--- src/rtl/pc_select_unit_if.sv ---
// Bus between the IF-stage next-PC unit and the control/hazard logic that feeds it.
// The unit itself connects through the slave modport.
interface pc_select_unit_if #(
    parameter int WIDTH = 32
);
    logic             stall;
    logic             branch_take;
    logic [WIDTH-1:0] bta;
    logic             jump;
    logic [WIDTH-1:0] jump_addr;
    logic             jr;
    logic [WIDTH-1:0] jr_addr;
    logic [WIDTH-1:0] pc;
    logic [WIDTH-1:0] pc_plus_step;
    logic             flush;
    logic             pending;
    logic             misalign_err;

    modport master (
        output stall, branch_take, bta, jump, jump_addr, jr, jr_addr,
        input  pc, pc_plus_step, flush, pending, misalign_err
    );

    modport slave (
        input  stall, branch_take, bta, jump, jump_addr, jr, jr_addr,
        output pc, pc_plus_step, flush, pending, misalign_err
    );
endinterface

--- src/rtl/pc_select_unit.sv ---
// Next-PC selection for the IF stage: owns the PC register, picks
// jr > jump > branch targets, parks a redirect seen during a stall until the
// stall releases, and pulses flush after every non-sequential PC load.
module pc_select_unit #(
    parameter int               WIDTH        = 32,
    parameter logic [WIDTH-1:0] RESET_VECTOR = '0,
    parameter int unsigned      STEP         = 4
) (
    input  logic            clk,
    input  logic            rst_n,
    pc_select_unit_if.slave bus
);
    localparam logic [WIDTH-1:0] STEP_W = WIDTH'(STEP);

    logic [WIDTH-1:0] pc_q, pc_d;
    logic [WIDTH-1:0] pend_addr_q, pend_addr_d;
    logic             pending_q, pending_d;
    logic             flush_q, flush_d;
    logic             misalign_q, misalign_d;

    logic             req;
    logic [WIDTH-1:0] sel_raw;
    logic [WIDTH-1:0] sel_addr;

    // Priority select of the redirect target; low two bits are forced to a word boundary
    always_comb begin
        req = bus.jr | bus.jump | bus.branch_take;
        if (bus.jr) begin
            sel_raw = bus.jr_addr;
        end else if (bus.jump) begin
            sel_raw = bus.jump_addr;
        end else begin
            sel_raw = bus.bta;
        end
        sel_addr = {sel_raw[WIDTH-1:2], 2'b00};
    end

    // State register: PC, parked redirect, flush pulse and sticky alignment error
    always_ff @(posedge clk or negedge rst_n) begin
        if (!rst_n) begin
            pc_q        <= RESET_VECTOR;
            pend_addr_q <= '0;
            pending_q   <= 1'b0;
            flush_q     <= 1'b0;
            misalign_q  <= 1'b0;
        end else begin
            pc_q        <= pc_d;
            pend_addr_q <= pend_addr_d;
            pending_q   <= pending_d;
            flush_q     <= flush_d;
            misalign_q  <= misalign_d;
        end
    end

    // Next state: a parked redirect beats any fresh request, which belongs to a squashed instruction
    always_comb begin
        pc_d        = pc_q;
        pend_addr_d = pend_addr_q;
        pending_d   = pending_q;
        flush_d     = 1'b0;
        misalign_d  = misalign_q;
        if (!bus.stall) begin
            if (pending_q) begin
                pc_d      = pend_addr_q;
                pending_d = 1'b0;
                flush_d   = 1'b1;
            end else if (req) begin
                pc_d    = sel_addr;
                flush_d = 1'b1;
                if (sel_raw[1:0] != 2'b00) begin
                    misalign_d = 1'b1;
                end
            end else begin
                pc_d = pc_q + STEP_W;
            end
        end else if (req && !pending_q) begin
            // First redirect during a stall is parked; later ones are ignored
            pend_addr_d = sel_addr;
            pending_d   = 1'b1;
            if (sel_raw[1:0] != 2'b00) begin
                misalign_d = 1'b1;
            end
        end
    end

    // Outputs: everything registered except the sequential-address adder off pc
    always_comb begin
        bus.pc           = pc_q;
        bus.pc_plus_step = pc_q + STEP_W;
        bus.flush        = flush_q;
        bus.pending      = pending_q;
        bus.misalign_err = misalign_q;
    end
endmodule

--- src/flat_wrapper.sv ---
// flat-port wrapper written by rule: the top's interface ports become plain ports
module pc_select_unit_flat 
#(
    parameter int               WIDTH        = 32,
    parameter logic [WIDTH-1:0] RESET_VECTOR = '0,
    parameter int unsigned      STEP         = 4
)
  (clk, rst_n, bus_stall, bus_branch_take, bus_bta, bus_jump, bus_jump_addr, bus_jr, bus_jr_addr, bus_pc, bus_pc_plus_step, bus_flush, bus_pending, bus_misalign_err);
  pc_select_unit_if #(.WIDTH(WIDTH)) bus_i ();
  input  logic clk;
  input  logic rst_n;
  input wire logic [$bits(bus_i.stall)-1:0] bus_stall;
  input wire logic [$bits(bus_i.branch_take)-1:0] bus_branch_take;
  input wire logic [$bits(bus_i.bta)-1:0] bus_bta;
  input wire logic [$bits(bus_i.jump)-1:0] bus_jump;
  input wire logic [$bits(bus_i.jump_addr)-1:0] bus_jump_addr;
  input wire logic [$bits(bus_i.jr)-1:0] bus_jr;
  input wire logic [$bits(bus_i.jr_addr)-1:0] bus_jr_addr;
  output wire logic [$bits(bus_i.pc)-1:0] bus_pc;
  output wire logic [$bits(bus_i.pc_plus_step)-1:0] bus_pc_plus_step;
  output wire logic [$bits(bus_i.flush)-1:0] bus_flush;
  output wire logic [$bits(bus_i.pending)-1:0] bus_pending;
  output wire logic [$bits(bus_i.misalign_err)-1:0] bus_misalign_err;
  assign bus_i.stall = bus_stall;
  assign bus_i.branch_take = bus_branch_take;
  assign bus_i.bta = bus_bta;
  assign bus_i.jump = bus_jump;
  assign bus_i.jump_addr = bus_jump_addr;
  assign bus_i.jr = bus_jr;
  assign bus_i.jr_addr = bus_jr_addr;
  assign bus_pc = bus_i.pc;
  assign bus_pc_plus_step = bus_i.pc_plus_step;
  assign bus_flush = bus_i.flush;
  assign bus_pending = bus_i.pending;
  assign bus_misalign_err = bus_i.misalign_err;
  pc_select_unit #(.WIDTH(WIDTH), .RESET_VECTOR(RESET_VECTOR), .STEP(STEP)) u_core (.clk(clk), .rst_n(rst_n), .bus(bus_i));
endmodule
--- config.mk ---
export PLATFORM = sky130hd
export DESIGN_NAME = pc_select_unit_flat
export DESIGN_NICKNAME = d
export VERILOG_FILES = /design/src/rtl/pc_select_unit_if.sv /design/src/rtl/pc_select_unit.sv /design/src/flat_wrapper.sv
export SDC_FILE = /design/constraint.sdc
export NUM_CORES = 1
export LEC_CHECK = 0
export ABC_CLOCK_PERIOD_IN_PS = 4900
export BUFFER_PORTS_ARGS = -buffer_cell sky130_fd_sc_hd__buf_2
export CAP_MARGIN = 20
export CORE_AREA = 10 10 111 113
export DETAILED_ROUTE_END_ITERATION = 7
export DIE_AREA = 0 0 121 123
export GPL_TIMING_DRIVEN = 1
export PLACE_DENSITY = 0.76
export SYNTH_ARGS = -nofsm -noshare
export SYNTH_HDL_FRONTEND = slang
export SYNTH_SLANG_ARGS = --single-unit
--- constraint.sdc ---
create_clock -name clk -period 4.9 [get_ports clk]
set_input_delay 0.49 -clock clk [delete_from_list [all_inputs] [get_ports clk]]
set_output_delay 0.49 -clock clk [all_outputs]
set_load 0.02 [all_outputs]
# After elaboration in Yosys (flattened, before gate mapping)
# Index checks and enable logic that the tools add are counted.
# totals
wordCells	30
reg_bits	65
in_bits	102
# classes
bitwise_logic	2
n_addsub	1
muxes	14
n_reduce_logical	6
eq_ne	2
# ops
operator	n
32-bit 2-to-1 mux	4
32-bit by 3-bit adder with 32-bit output, second input constant	1
1-bit 2-to-1 mux	10
2-bit nonzero test	2
3-bit AND reduction	1
2-bit by 1-bit != test with 1-bit output, second input constant	1
2-bit != test, second input constant	1
1-bit bitwise OR	2
2-bit AND reduction	1
1-bit logical AND	1
1-bit logical NOT	1

# Logic depth before layout (Yosys ltp)
# Gate-level depths: netlist of the first run.
# depth
ltp_word	7
depth_mapped	7

# Worst setup path after synthesis of the first run
# Ideal clock, no wire load.
# synth_timing
kind	register to output
from	register u_core.pc_q[13] (netlist: u_core.bus.pc[13])
to	output bus_pc_plus_step[21]
n_path_buf	2
path_slack_ns	2.335
arrival_ns	2.075
stages_incl_launch_ff	7
cell_sequence	dfrtp_1 buf_2 nand3_1 or3_1 buf_2 or3_1 xnor2_1
# synth_via
elab_chain_cells	1
# synth_lines
item	line_no	source
from (decl)	pc_select_unit.sv:15	logic [WIDTH-1:0] pc_q, pc_d;
from (signal assigned)	pc_select_unit.sv:47	pc_q <= pc_d;
32-bit by 3-bit adder with 32-bit output	pc_select_unit.sv:89	bus.pc_plus_step = pc_q + STEP_W;
to (decl)	flat_wrapper.sv:20	output wire logic [$bits(bus_i.pc_plus_step)-1:0] bus_pc_plus_step;
# No other way between the ends.

# Final worst setup path of the first run
# layout_timing
from	register u_core.pc_q[10] (netlist: u_core.bus.pc[10])
to	output bus_pc_plus_step[21]
# The elaborated chain is that of the path after synthesis.

==> flow_summary.yaml, run 1 <==
outcome:
  status: "finished clean"
timing:
  max_freq_mhz: 320
  final.setup_skew_ns: 0.00829
  setup_viol: 0
  maxSlewHeadroom_pct: 38.0
  unrepaired_setup_endpoints_after_global_routing: "no"
  tightest_slew_ns: 0.907
  period_needed_ns: 3.12
  setup_tns_ns: 0
  final_max_slew_viol_count: 0
  hold_vio_cnt_final: 0
  finalCritPeriodShare_pct: 63.7
place:
  place_area_um2: 5480
  place_congestion: 0.902
  port-buffer-count: 164
  place.detailed.hpwl_um: 12100
logic_synthesis:
  synth.yosys.seq_area_share_pct: 33.7
  register_bit_count_reported_by_yosys: 63
  simple_logic_cell_fraction_of_the_synthesized_area_pct: 20.8
  largest_family_of_logic_cells_by_synthesized_area: "compound AO/OA/AOI/OAI gates"
  async_reset_ff_share_pct: 100
  synth_xor_xnor_area_share_pct: 4.86
  post_synth_inst_count: 546
  share_of_synthesized_area_spent_on_multiplexers_pct: 12.3
  synthesized_area_fraction_occupied_by_ao_oa_aoi_and_oai_cells_pct: 21.8
  yosys_warnings: 0
  adder_cell_share_of_the_synthesized_area_pct: 0.267
  most_used_dff_post_synth: "sky130_fd_sc_hd__dfrtp_1"
  syn_area_um2: 4680
  synth_edf_count: 0
  yosys.cell_types.count: 59
  synthesis.area_per_instance_um2: 8.58
critical_path:
  start_kind: "flip-flop"
  timing.critical_path.arrival_ns: 2.63
  worstPathMaxFanout: 11
  path_class: "flip-flop to primary output"
  endpoint_kind: "primary output"
  critical_path_required_ns: 4.41
cells_and_area:
  n_antenna_cell: 0
  final_layout_size_suffix_gt1_share_pct: 32.6
  layout.cells.most_common_list: "sky130_fd_sc_hd__buf_2 (164), sky130_fd_sc_hd__dfrtp_1 (63), sky130_fd_sc_hd__nand2_1 (58), sky130_fd_sc_hd__o21ai_0 (35), sky130_fd_sc_hd__mux2_2 (29)"
  final.fill_count: 950
  finish.net_count: 775
  finish.utilization_pct: 56.2
  postLayoutCellArea_um2: 5700
  mostFrequentLayoutCell: "sky130_fd_sc_hd__buf_2"
  multi_input_gate_area_um2: 2840
  syn2layout_area_growth_pct: 21.8
  area.sequential_um2: 1580
global_routing:
  number_of_antenna_violations_at_the_first_check_in_global_routing: 0
  vias_in_the_first_global_route: 4861
  grt_first_pass_wirelength_um: 24500
  grt_start_max_net_pins: 64
  grt_use_total_pct: 20.2
  global_route.overflow_total: 0
drt:
  remaining_drc_errors: 0
  drt.antenna.violating_nets: 0
  wl_um: 15800
  drt_first_pass_iters: 5
  initialDrtViolationCount: 369
  wl_per_cell_um: 19.4
  drt-vias-per-instance: 5.95
  detailroute.via_count: 4840
clocking:
  clock-root-buffer: "sky130_fd_sc_hd__clkbuf_8"
  cts-resized-gates: 0
  cts-hold-fix-buffers: 0
  htree_levels: 3
  numCtsBuffers: 9
  cts.repair_timing.setup_buffer_count: 0
  clk_path_buf_depth: 2
  tritoncts_num_sinks: 63
  cts_clk_pin_slew_worst_paths_ns: 0.07
  cts_tree: "yes"
  worst_skew_pair.late_latency_ns: 0.34
floorplanning:
  start_util_pct: 46.2
  floorplan.die.height_um: 123
  fp.dieW_um: 121
  floorplan.core_area_um2: 10100
  ioPinCount: 169
  design.die.area_um2: 14900
  fp-row-count: 37
power:
  p_leak_nw: 2.53
  totalPowerFinal_mw: 1.83
  p_switching_mw: 0.689
  p_sw_share_pct: 37.6
  seqPwrFrac_pct: 40.1
  pwr_density_cell_nw_per_um2: 321
  clock_power_share_pct: 28.1
  vdd.ir_drop.worst_mv: 0.155
  comb_power_share_pct: 31.8
  power_report.internal_total_mw: 1.14
worst_hold_path:
  hp-class: "primary input to async pin"
flow_run:
  timing.max_cap.violations: 0
-- power by group through the flow --
| stage | logic, mW | clock network, mW | registers (mW) |
|---|---|---|---|
| final | 0.582 | 0.516 | 0.734 |
| after floorplan | 0.371 | 0 | 0.729 |
| after detailed placement | 0.583 | 0 | 0.740 |
| after global routing | 0.633 | 0.543 | 0.750 |
| after CTS | 0.585 | 0.517 | 0.730 |
| after global placement | 0.569 | 0 | 0.733 |
-- kinds of logic (layout without fill, tap and decap cells) --
logic type | Yosys count | count (layout)
other | 1 | 4
AOI/OAI and AO/OA | 149 | 149
and+or+nand+nor | 187 | 187
adders and majority gates | 1 | 1
buffers and inverters | 65 | 193
muxes | 54 | 54
xor gates and xnor gates | 26 | 26
DFF | 63 | 63
-- synth_stat cells, types with 3 or more instances --
| cell | instances | area share, % |
|---|---|---|
| sky130_fd_sc_hd__nand4_1 | 12 | 1.6 |
| sky130_fd_sc_hd__dfrtp_1 | 63 | 34 |
| sky130_fd_sc_hd__a2111oi_0 | 6 | 1.1 |
| sky130_fd_sc_hd__xor2_1 | 16 | 3.0 |
| sky130_fd_sc_hd__o21ai_0 | 35 | 3.7 |
| sky130_fd_sc_hd__buf_4 | 4 | 0.64 |
| sky130_fd_sc_hd__or3_1 | 9 | 1.2 |
| sky130_fd_sc_hd__o22ai_1 | 7 | 0.94 |
| sky130_fd_sc_hd__o2111ai_1 | 10 | 1.9 |
| sky130_fd_sc_hd__nor4_1 | 9 | 1.2 |
| sky130_fd_sc_hd__o221ai_1 | 3 | 0.56 |
| sky130_fd_sc_hd__inv_1 | 5 | 0.40 |
| sky130_fd_sc_hd__o21a_1 | 4 | 0.64 |
| sky130_fd_sc_hd__a2bb2oi_1 | 6 | 1.1 |
| sky130_fd_sc_hd__and4_1 | 5 | 0.94 |
| sky130_fd_sc_hd__or4_1 | 3 | 0.48 |
| sky130_fd_sc_hd__a31oi_1 | 4 | 0.53 |
| sky130_fd_sc_hd__nand2b_1 | 7 | 0.94 |
| sky130_fd_sc_hd__o211ai_1 | 11 | 1.8 |
| sky130_fd_sc_hd__clkbuf_1 | 35 | 2.8 |
| sky130_fd_sc_hd__a22o_1 | 3 | 0.56 |
| sky130_fd_sc_hd__nor3_1 | 19 | 2.0 |
| sky130_fd_sc_hd__buf_2 | 17 | 1.8 |
| sky130_fd_sc_hd__and3_1 | 5 | 0.67 |
| sky130_fd_sc_hd__xnor2_1 | 10 | 1.9 |
| sky130_fd_sc_hd__a22oi_1 | 8 | 1.3 |
| sky130_fd_sc_hd__a221oi_1 | 6 | 1.1 |
| sky130_fd_sc_hd__nand3_1 | 19 | 2.0 |
| sky130_fd_sc_hd__o31ai_1 | 5 | 0.80 |
| sky130_fd_sc_hd__a211o_1 | 4 | 0.75 |
| sky130_fd_sc_hd__nor2b_1 | 13 | 1.7 |
| sky130_fd_sc_hd__nor2_1 | 18 | 1.4 |
| sky130_fd_sc_hd__a21oi_1 | 24 | 2.6 |
| sky130_fd_sc_hd__and2_1 | 3 | 0.40 |
| sky130_fd_sc_hd__nand2_1 | 58 | 4.6 |
| sky130_fd_sc_hd__mux2i_1 | 25 | 5.3 |
| sky130_fd_sc_hd__mux2_2 | 29 | 7.0 |
-- flip-flops by register name, summed over array words and instances, names as in the netlist --
| signal | count |
|---|---|
| u_core.bus.pc | 30 |
| u_core.pend_addr_q | 30 |
| u_core.bus.flush | 1 |
| u_core.bus.pending | 1 |
| u_core.bus.misalign_err | 1 |
-- metrics by stage --
step                setup slack, ns  std cells  hold slack [ns]
finish                         1.78        813            0.331
floorplan                      2.34        549            0.194
global placement               2.09        797            0.435
CTS                            1.80        813            0.361
detailed placement             1.98        797            0.443
global route                   1.62        813            0.378
-- critical path, stage by stage, from the launching register on --
cell	delay, ns
sky130_fd_sc_hd__dfrtp_1	0.53
sky130_fd_sc_hd__nand3_1	0.39
sky130_fd_sc_hd__or3_1	0.63
sky130_fd_sc_hd__or3_1	0.42
sky130_fd_sc_hd__xnor2_1	0.14
sky130_fd_sc_hd__buf_2	0.18
-- per-layer routing --
metal / wire length, um / global-route usage, %
met1: 6210 / 24.5
met2: 7660 / 33.5
met3: 1550 / 5.79
met4: 360 / 7.54
met5: 0 / 0
-- cell type report --
cell class / count / share of cell area (%)
Clock buffer: 11 / 2.48
Multi-Input combinational cell: 421 / 49.7
Clock inverter: 5 / 1.43
Tap cell: 136 / 2.99
Sequential cell: 63 / 27.7
Timing Repair Buffer: 171 / 15.3
Inverter: 6 / 0.395
-- worst paths after layout --
kind                                         startpoint                      end  slack (ns)  depth (start not counted)
worst min register to register  u_core.bus.misalign_err  u_core.bus.misalign_err        0.45                          1
min in group clk                u_core.bus.misalign_err  u_core.bus.misalign_err        0.45                          1
worst min-delay path                              rst_n        u_core.bus.pc[15]        0.33                          2
worst max register to register       u_core.bus.pending   u_core.pend_addr_q[23]        2.43                          4
max in group asynchronous                         rst_n         u_core.bus.pc[2]        4.05                          2
worst max-delay path                  u_core.bus.pc[10]     bus_pc_plus_step[21]        1.78                          5
No activity file was read; power rests on OpenSTA's default activity.
==> run 2, diff against run 1 <==
--- a/config.mk
+++ b/config.mk
@@ -5,14 +5,14 @@
 export SDC_FILE = /design/constraint.sdc
 export NUM_CORES = 1
 export LEC_CHECK = 0
-export ABC_CLOCK_PERIOD_IN_PS = 4900
+export ABC_CLOCK_PERIOD_IN_PS = 2700
 export BUFFER_PORTS_ARGS = -buffer_cell sky130_fd_sc_hd__buf_2
 export CAP_MARGIN = 20
-export CORE_AREA = 10 10 111 113
+export CORE_AREA = 10 10 112 114
 export DETAILED_ROUTE_END_ITERATION = 7
-export DIE_AREA = 0 0 121 123
+export DIE_AREA = 0 0 122 124
 export GPL_TIMING_DRIVEN = 1
-export PLACE_DENSITY = 0.76
+export PLACE_DENSITY = 0.78
 export SYNTH_ARGS = -nofsm -noshare
 export SYNTH_HDL_FRONTEND = slang
 export SYNTH_SLANG_ARGS = --single-unit
==> constraint.sdc (replaced) <==
create_clock -name clk -period 2.7 [get_ports clk]
set_input_delay 0.27 -clock clk [delete_from_list [all_inputs] [get_ports clk]]
set_output_delay 0.27 -clock clk [all_outputs]
set_load 0.02 [all_outputs]
==> run 2 against run 1 <==
Compared with the run above:
- clock skew rose by 0.0021 ns
- via count rose by 1.4%
- sequential power rose by 81%
- global-route usage rose by 1.1 points
- clock power rose by 79%
- sequential share of layout area fell by 0.80 points
- largest cell class unchanged
==> flow_summary.yaml, run 2 (synthesized netlist as in run 1, its figures left out) <==
timing:
  tightest_slew_ns: 0.776
  finalCritPeriodShare_pct: 95.1
  hold_vio_cnt_final: 0
  max_freq_mhz: 389
  final_max_slew_viol_count: 0
  final.setup_skew_ns: 0.0104
  period_needed_ns: 2.57
  setup_viol: 0
  unrepaired_setup_endpoints_after_global_routing: "yes"
  maxSlewHeadroom_pct: 46.9
global_routing:
  global_route.overflow_total: 0
  vias_in_the_first_global_route: 4833
  grt_first_pass_wirelength_um: 25900
  grt_use_total_pct: 21.3
  number_of_antenna_violations_at_the_first_check_in_global_routing: 0
  grt_start_max_net_pins: 64
critical_path:
  reg2reg_setup_slack_ns: 0.38
  path_class: "flip-flop to primary output"
  worstPathCellList: "nand3_1 > or3_4 > or3_1 > xnor2_1 > buf_2"
  timing.critical_path.arrival_ns: 2.30
  crit_path_max_incr_delay_ns: 0.52
  timing.critical_path.buf_inv: 1
  critical_path.reg2reg.startpoint: "u_core.bus.pc[5]"
  timing.critical_path.from: "u_core.bus.pc[14]"
  critPathTopFamily: "simple AND/OR/NAND/NOR gates"
  worstPathMaxFanout: 11
  endpoint_kind: "primary output"
  critical_path_required_ns: 2.43
  cp_slowest_cell: "sky130_fd_sc_hd__dfrtp_1"
  start_kind: "flip-flop"
power:
  clock_power_share_pct: 27.5
  vdd.ir_drop.worst_mv: 0.290
  p_leak_nw: 2.61
  seqPwrFrac_pct: 39.6
  p_sw_share_pct: 38.3
  pwr_density_cell_nw_per_um2: 571
  power_report.internal_total_mw: 2.07
  comb_power_share_pct: 32.9
  p_switching_mw: 1.29
worst_hold_path:
  hp-class: "primary input to async pin"
clocking:
  worst_skew_pair.late_latency_ns: 0.35
  numCtsBuffers: 9
  clk_path_buf_depth: 2
  cts_tree: "yes"
  cts_clk_pin_slew_worst_paths_ns: 0.07
  clock-root-buffer: "sky130_fd_sc_hd__clkbuf_8"
  tritoncts_num_sinks: 63
  htree_levels: 3
  cts-hold-fix-buffers: 0
floorplanning:
  start_util_pct: 45.8
  ioPinCount: 169
  design.die.area_um2: 15100
  floorplan.core_area_um2: 10200
  floorplan.die.height_um: 124
  fp-row-count: 37
  fp.dieW_um: 122
place:
  place.detailed.hpwl_um: 13000
  place_area_um2: 5600
  place_congestion: 0.903
  port-buffer-count: 164
flow_run:
  timing.max_cap.violations: 0
drt:
  wl_um: 16800
  remaining_drc_errors: 0
  drt.antenna.violating_nets: 0
  drt_first_pass_iters: 5
  wl_per_cell_um: 20.3
  drt-vias-per-instance: 5.91
  initialDrtViolationCount: 395
  detailroute.via_count: 4907
cells_and_area:
  finish.net_count: 792
  syn2layout_area_growth_pct: 25.8
  n_antenna_cell: 0
  finish.utilization_pct: 57.6
  final_layout_size_suffix_gt1_share_pct: 36.2
  layout.cells.most_common_list: "sky130_fd_sc_hd__buf_2 (164), sky130_fd_sc_hd__dfrtp_1 (59), sky130_fd_sc_hd__nand2_1 (57), sky130_fd_sc_hd__o21ai_0 (35), sky130_fd_sc_hd__mux2_2 (29)"
  postLayoutCellArea_um2: 5890
  mostFrequentLayoutCell: "sky130_fd_sc_hd__buf_2"
outcome:
  status: "finished clean"
## run 2: power groups by stage
| stage | combinational [mW] | clock, mW | sequential (mW) |
|---|---|---|---|
| after floorplan | 0.672 | 0 | 1.32 |
| after global placement | 1.09 | 0 | 1.32 |
| after detailed placement | 1.10 | 0 | 1.33 |
| after CTS | 1.11 | 0.939 | 1.31 |
| after global routing | 1.20 | 0.984 | 1.36 |
| final | 1.10 | 0.925 | 1.33 |
## run 2: repair_timing
item                                    4_1_cts  5_1_grt
gates cloned                                  0        0
setup buffers                                 0        2
gates resized for setup                       1       12
pin swaps                                     0        1
endpoints found under the setup margin        1       14
## run 2: through the flow
step                setup WS, ns   TNS, ns  hold slack (ns)  power (mW)  instances
finish                     0.131         0            0.104        3.36        830
global route            -0.00371  -0.00371            0.148        3.54        830
CTS                      0.00345         0            0.125        3.36        828
detailed placement         0.343         0            0.452        2.44        812
global placement           0.358         0            0.440        2.42        812
floorplan                  0.355         0          -0.0256        2.00        549
## run 2: layout make-up
| class | count | area (um2) |
|---|---|---|
| multi-input cells | 421 | 2880 |
| clock buffers | 9 | 124 |
| inverters | 6 | 22.5 |
| repair buffers | 188 | 1010 |
| well taps | 136 | 170 |
| clock inverters | 7 | 97.6 |
| fillers | 939 | 4340 |
| flip-flops and latches | 63 | 1580 |
## run 2: worst paths after layout
path | cells after the start | to
max | 5 | bus_pc_plus_step[24]
min | 2 | u_core.bus.pc[17]
max reg2reg | 4 | u_core.bus.pc[17]
min reg2reg | 1 | u_core.bus.misalign_err
max in group asynchronous | 2 | u_core.bus.pc[10]
min in group clk | 3 | u_core.pend_addr_q[6]
## run 2: worst reg2reg max path: stages, from the launching register on
cell and delay (ns):
sky130_fd_sc_hd__dfrtp_1 0.48, sky130_fd_sc_hd__nand4_1 0.36, sky130_fd_sc_hd__nor4_1 0.66, sky130_fd_sc_hd__mux2_2 0.40, sky130_fd_sc_hd__a221o_1 0.31
## run 2: metal layers
metal	GRT usage, %	part of all wire [%]
met3	5.70	9.1
met2	34.1	47
met4	8.57	2.6
met5	0	0
met1	26.9	41
==> run 3, diff against run 2 <==
--- a/config.mk
+++ b/config.mk
@@ -12,7 +12,7 @@
 export DETAILED_ROUTE_END_ITERATION = 7
 export DIE_AREA = 0 0 122 124
 export GPL_TIMING_DRIVEN = 1
-export PLACE_DENSITY = 0.78
+export PLACE_DENSITY = 0.74
 export SYNTH_ARGS = -nofsm -noshare
 export SYNTH_HDL_FRONTEND = slang
 export SYNTH_SLANG_ARGS = --single-unit
==> constraint.sdc (replaced) <==
create_clock -name clk -period 2.7 [get_ports clk]
set_input_delay 0.27 -clock clk [delete_from_list [all_inputs] [get_ports clk]]
set_output_delay 0.27 -clock clk [all_outputs]
set_load 0.01 [all_outputs]
==> run 3 against run 2 <==
Compared with the run above:
- worst hold slack better by 0.15 ns
- sequential share of layout area decreased by 0.085 points
- critical path depth unchanged
- cell count shrank 0.24%
- highest routed layer unchanged
- non-clock buffer count decreased by 2
- sequential power hardly changed
- largest power group unchanged
- combinational power down 12%
- power is 1.1% lower
- register-to-register slack barely moved
- global-route usage decreased by 0.47 points
==> flow_summary.yaml, run 3 (synthesized netlist as in run 1, its figures left out) <==
cells_and_area:
  final.fill_count: 945
  multi_input_gate_area_um2: 2870
  final_layout_size_suffix_gt1_share_pct: 35.3
  finish.net_count: 790
  mostFrequentLayoutCell: "sky130_fd_sc_hd__buf_2"
  n_antenna_cell: 0
  syn2layout_area_growth_pct: 25.8
  area.sequential_um2: 1580
  finish.utilization_pct: 57.6
  layout.cells.most_common_list: "sky130_fd_sc_hd__buf_2 (164), sky130_fd_sc_hd__dfrtp_1 (63), sky130_fd_sc_hd__nand2_1 (57), sky130_fd_sc_hd__o21ai_0 (35), sky130_fd_sc_hd__mux2_2 (29)"
global_routing:
  grt_use_total_pct: 20.9
  number_of_antenna_violations_at_the_first_check_in_global_routing: 0
  grt_first_pass_wirelength_um: 25000
  global_route.overflow_total: 0
  grt_start_max_net_pins: 42
  vias_in_the_first_global_route: 4649
timing:
  setup_viol: 0
  hold_vio_cnt_final: 0
  maxSlewHeadroom_pct: 41.4
  max_freq_mhz: 388
  finalCritPeriodShare_pct: 95.4
  tightest_slew_ns: 0.857
  final.setup_skew_ns: 0.00857
  timing.final.ws_setup_ns: 0.125
  period_needed_ns: 2.58
  final_max_slew_viol_count: 0
critical_path:
  timing.critical_path.arrival_ns: 2.31
  timing.critical_path.buf_inv: 1
  crit_path_max_incr_delay_ns: 0.51
  path_class: "flip-flop to primary output"
  critPathTopFamily: "simple AND/OR/NAND/NOR gates"
  critical_path_required_ns: 2.43
  cp_slowest_cell: "sky130_fd_sc_hd__dfrtp_1"
  endpoint_kind: "primary output"
  worstPathCellList: "nand3_1 > or3_4 > or3_1 > xnor2_1 > buf_2"
  start_kind: "flip-flop"
  worstPathMaxFanout: 11
place:
  port-buffer-count: 164
  place_congestion: 0.896
  dp_slack_ns: 0.325
  place.detailed.hpwl_um: 12700
drt:
  wl_um: 16400
  drt_first_pass_iters: 5
  wl_per_cell_um: 19.8
  remaining_drc_errors: 0
  drt.antenna.violating_nets: 0
  initialDrtViolationCount: 462
  drt-vias-per-instance: 5.81
  detailroute.via_count: 4807
clocking:
  cts_tree: "yes"
  htree_levels: 3
  clock-root-buffer: "sky130_fd_sc_hd__clkbuf_8"
  cts_clk_pin_slew_worst_paths_ns: 0.08
  numCtsBuffers: 9
  tritoncts_num_sinks: 63
  worst_skew_pair.late_latency_ns: 0.35
  clk_path_buf_depth: 2
power:
  vdd.ir_drop.worst_mv: 0.285
  clock_power_share_pct: 31.0
  seqPwrFrac_pct: 39.7
  comb_power_share_pct: 29.3
  p_leak_nw: 2.62
  pwr_density_cell_nw_per_um2: 564
  p_sw_share_pct: 35.0
  power_report.internal_total_mw: 2.16
  p_switching_mw: 1.16
worst_hold_path:
  hp-class: "primary input to flip-flop"
floorplanning:
  fp-row-count: 37
  start_util_pct: 45.8
  fp.dieW_um: 122
  ioPinCount: 169
  design.die.area_um2: 15100
  floorplan.die.height_um: 124
  floorplan.core_area_um2: 10200
flow_run:
  timing.max_cap.violations: 0
outcome:
  status: "finished clean"
run 3: per-stage QoR:
stage               area, um2  cells   TNS, ns  power (mW)  hold WS [ns]
finish                   5890    828         0        3.32         0.252
global route             5890    828  -0.00310        3.49         0.279
CTS                      5850    827         0        3.32         0.245
detailed placement       5590    810         0        2.30         0.250
global placement         5590    810         0        2.28         0.247
floorplan                4690    549         0        1.87       -0.0256
run 3: worst reg2reg max path: stages, from the launching register on:
cell                      delay [ns]
sky130_fd_sc_hd__dfrtp_1        0.49
sky130_fd_sc_hd__nand4_1        0.39
sky130_fd_sc_hd__nor4_1         0.63
sky130_fd_sc_hd__mux2_2         0.39
sky130_fd_sc_hd__a221o_1        0.31
run 3: area by class of cell:
type | instances | area share [%]
Multi-Input combinational cell | 421 | 48.8
Sequential cell | 63 | 26.8
Timing Repair Buffer | 186 | 17.0
Tap cell | 136 | 2.89
Clock buffer | 9 | 2.10
Clock inverter | 7 | 2.06
Inverter | 6 | 0.382
run 3: final timing paths:
kind / startpoint / end / slack (ns) / depth (start not counted)
min in group asynchronous: rst_n / u_core.bus.pc[12] / 0.41 / 2
worst min register to register: u_core.bus.misalign_err / u_core.bus.misalign_err / 0.45 / 1
worst max register to register: u_core.bus.pc[4] / u_core.bus.pc[17] / 0.37 / 4
worst min-delay path: bus_jr_addr[17] / u_core.pend_addr_q[17] / 0.25 / 3
worst max-delay path: u_core.bus.pc[15] / bus_pc_plus_step[24] / 0.12 / 5
max in group asynchronous: rst_n / u_core.pend_addr_q[20] / 1.58 / 3
run 3: power groups by stage:
stage	registers, mW	clock network [mW]	logic, mW
global route	1.35	1.08	1.07
CTS	1.31	1.03	0.977
detailed placement	1.33	0	0.970
finish	1.32	1.03	0.973
floorplan	1.27	0	0.606
global placement	1.32	0	0.960
run 3: what timing repair did:
action / in CTS / in global routing
buffers inserted: 0 / 1
endpoints found under the setup margin: 1 / 14
endpoints found under the hold margin: 17 / 0
hold buffers: 1 / 0
cloned: 0 / 0
gates resized for setup: 1 / 7
run 3: routing by layer:
metal	GRT usage, %	up-vias	part of all wire, %
li1	-	2315	-
met1	27.3	2258	42
met2	34.4	216	48
met3	3.89	18	8.3
met4	5.81	0	1.2
met5	0	-	0
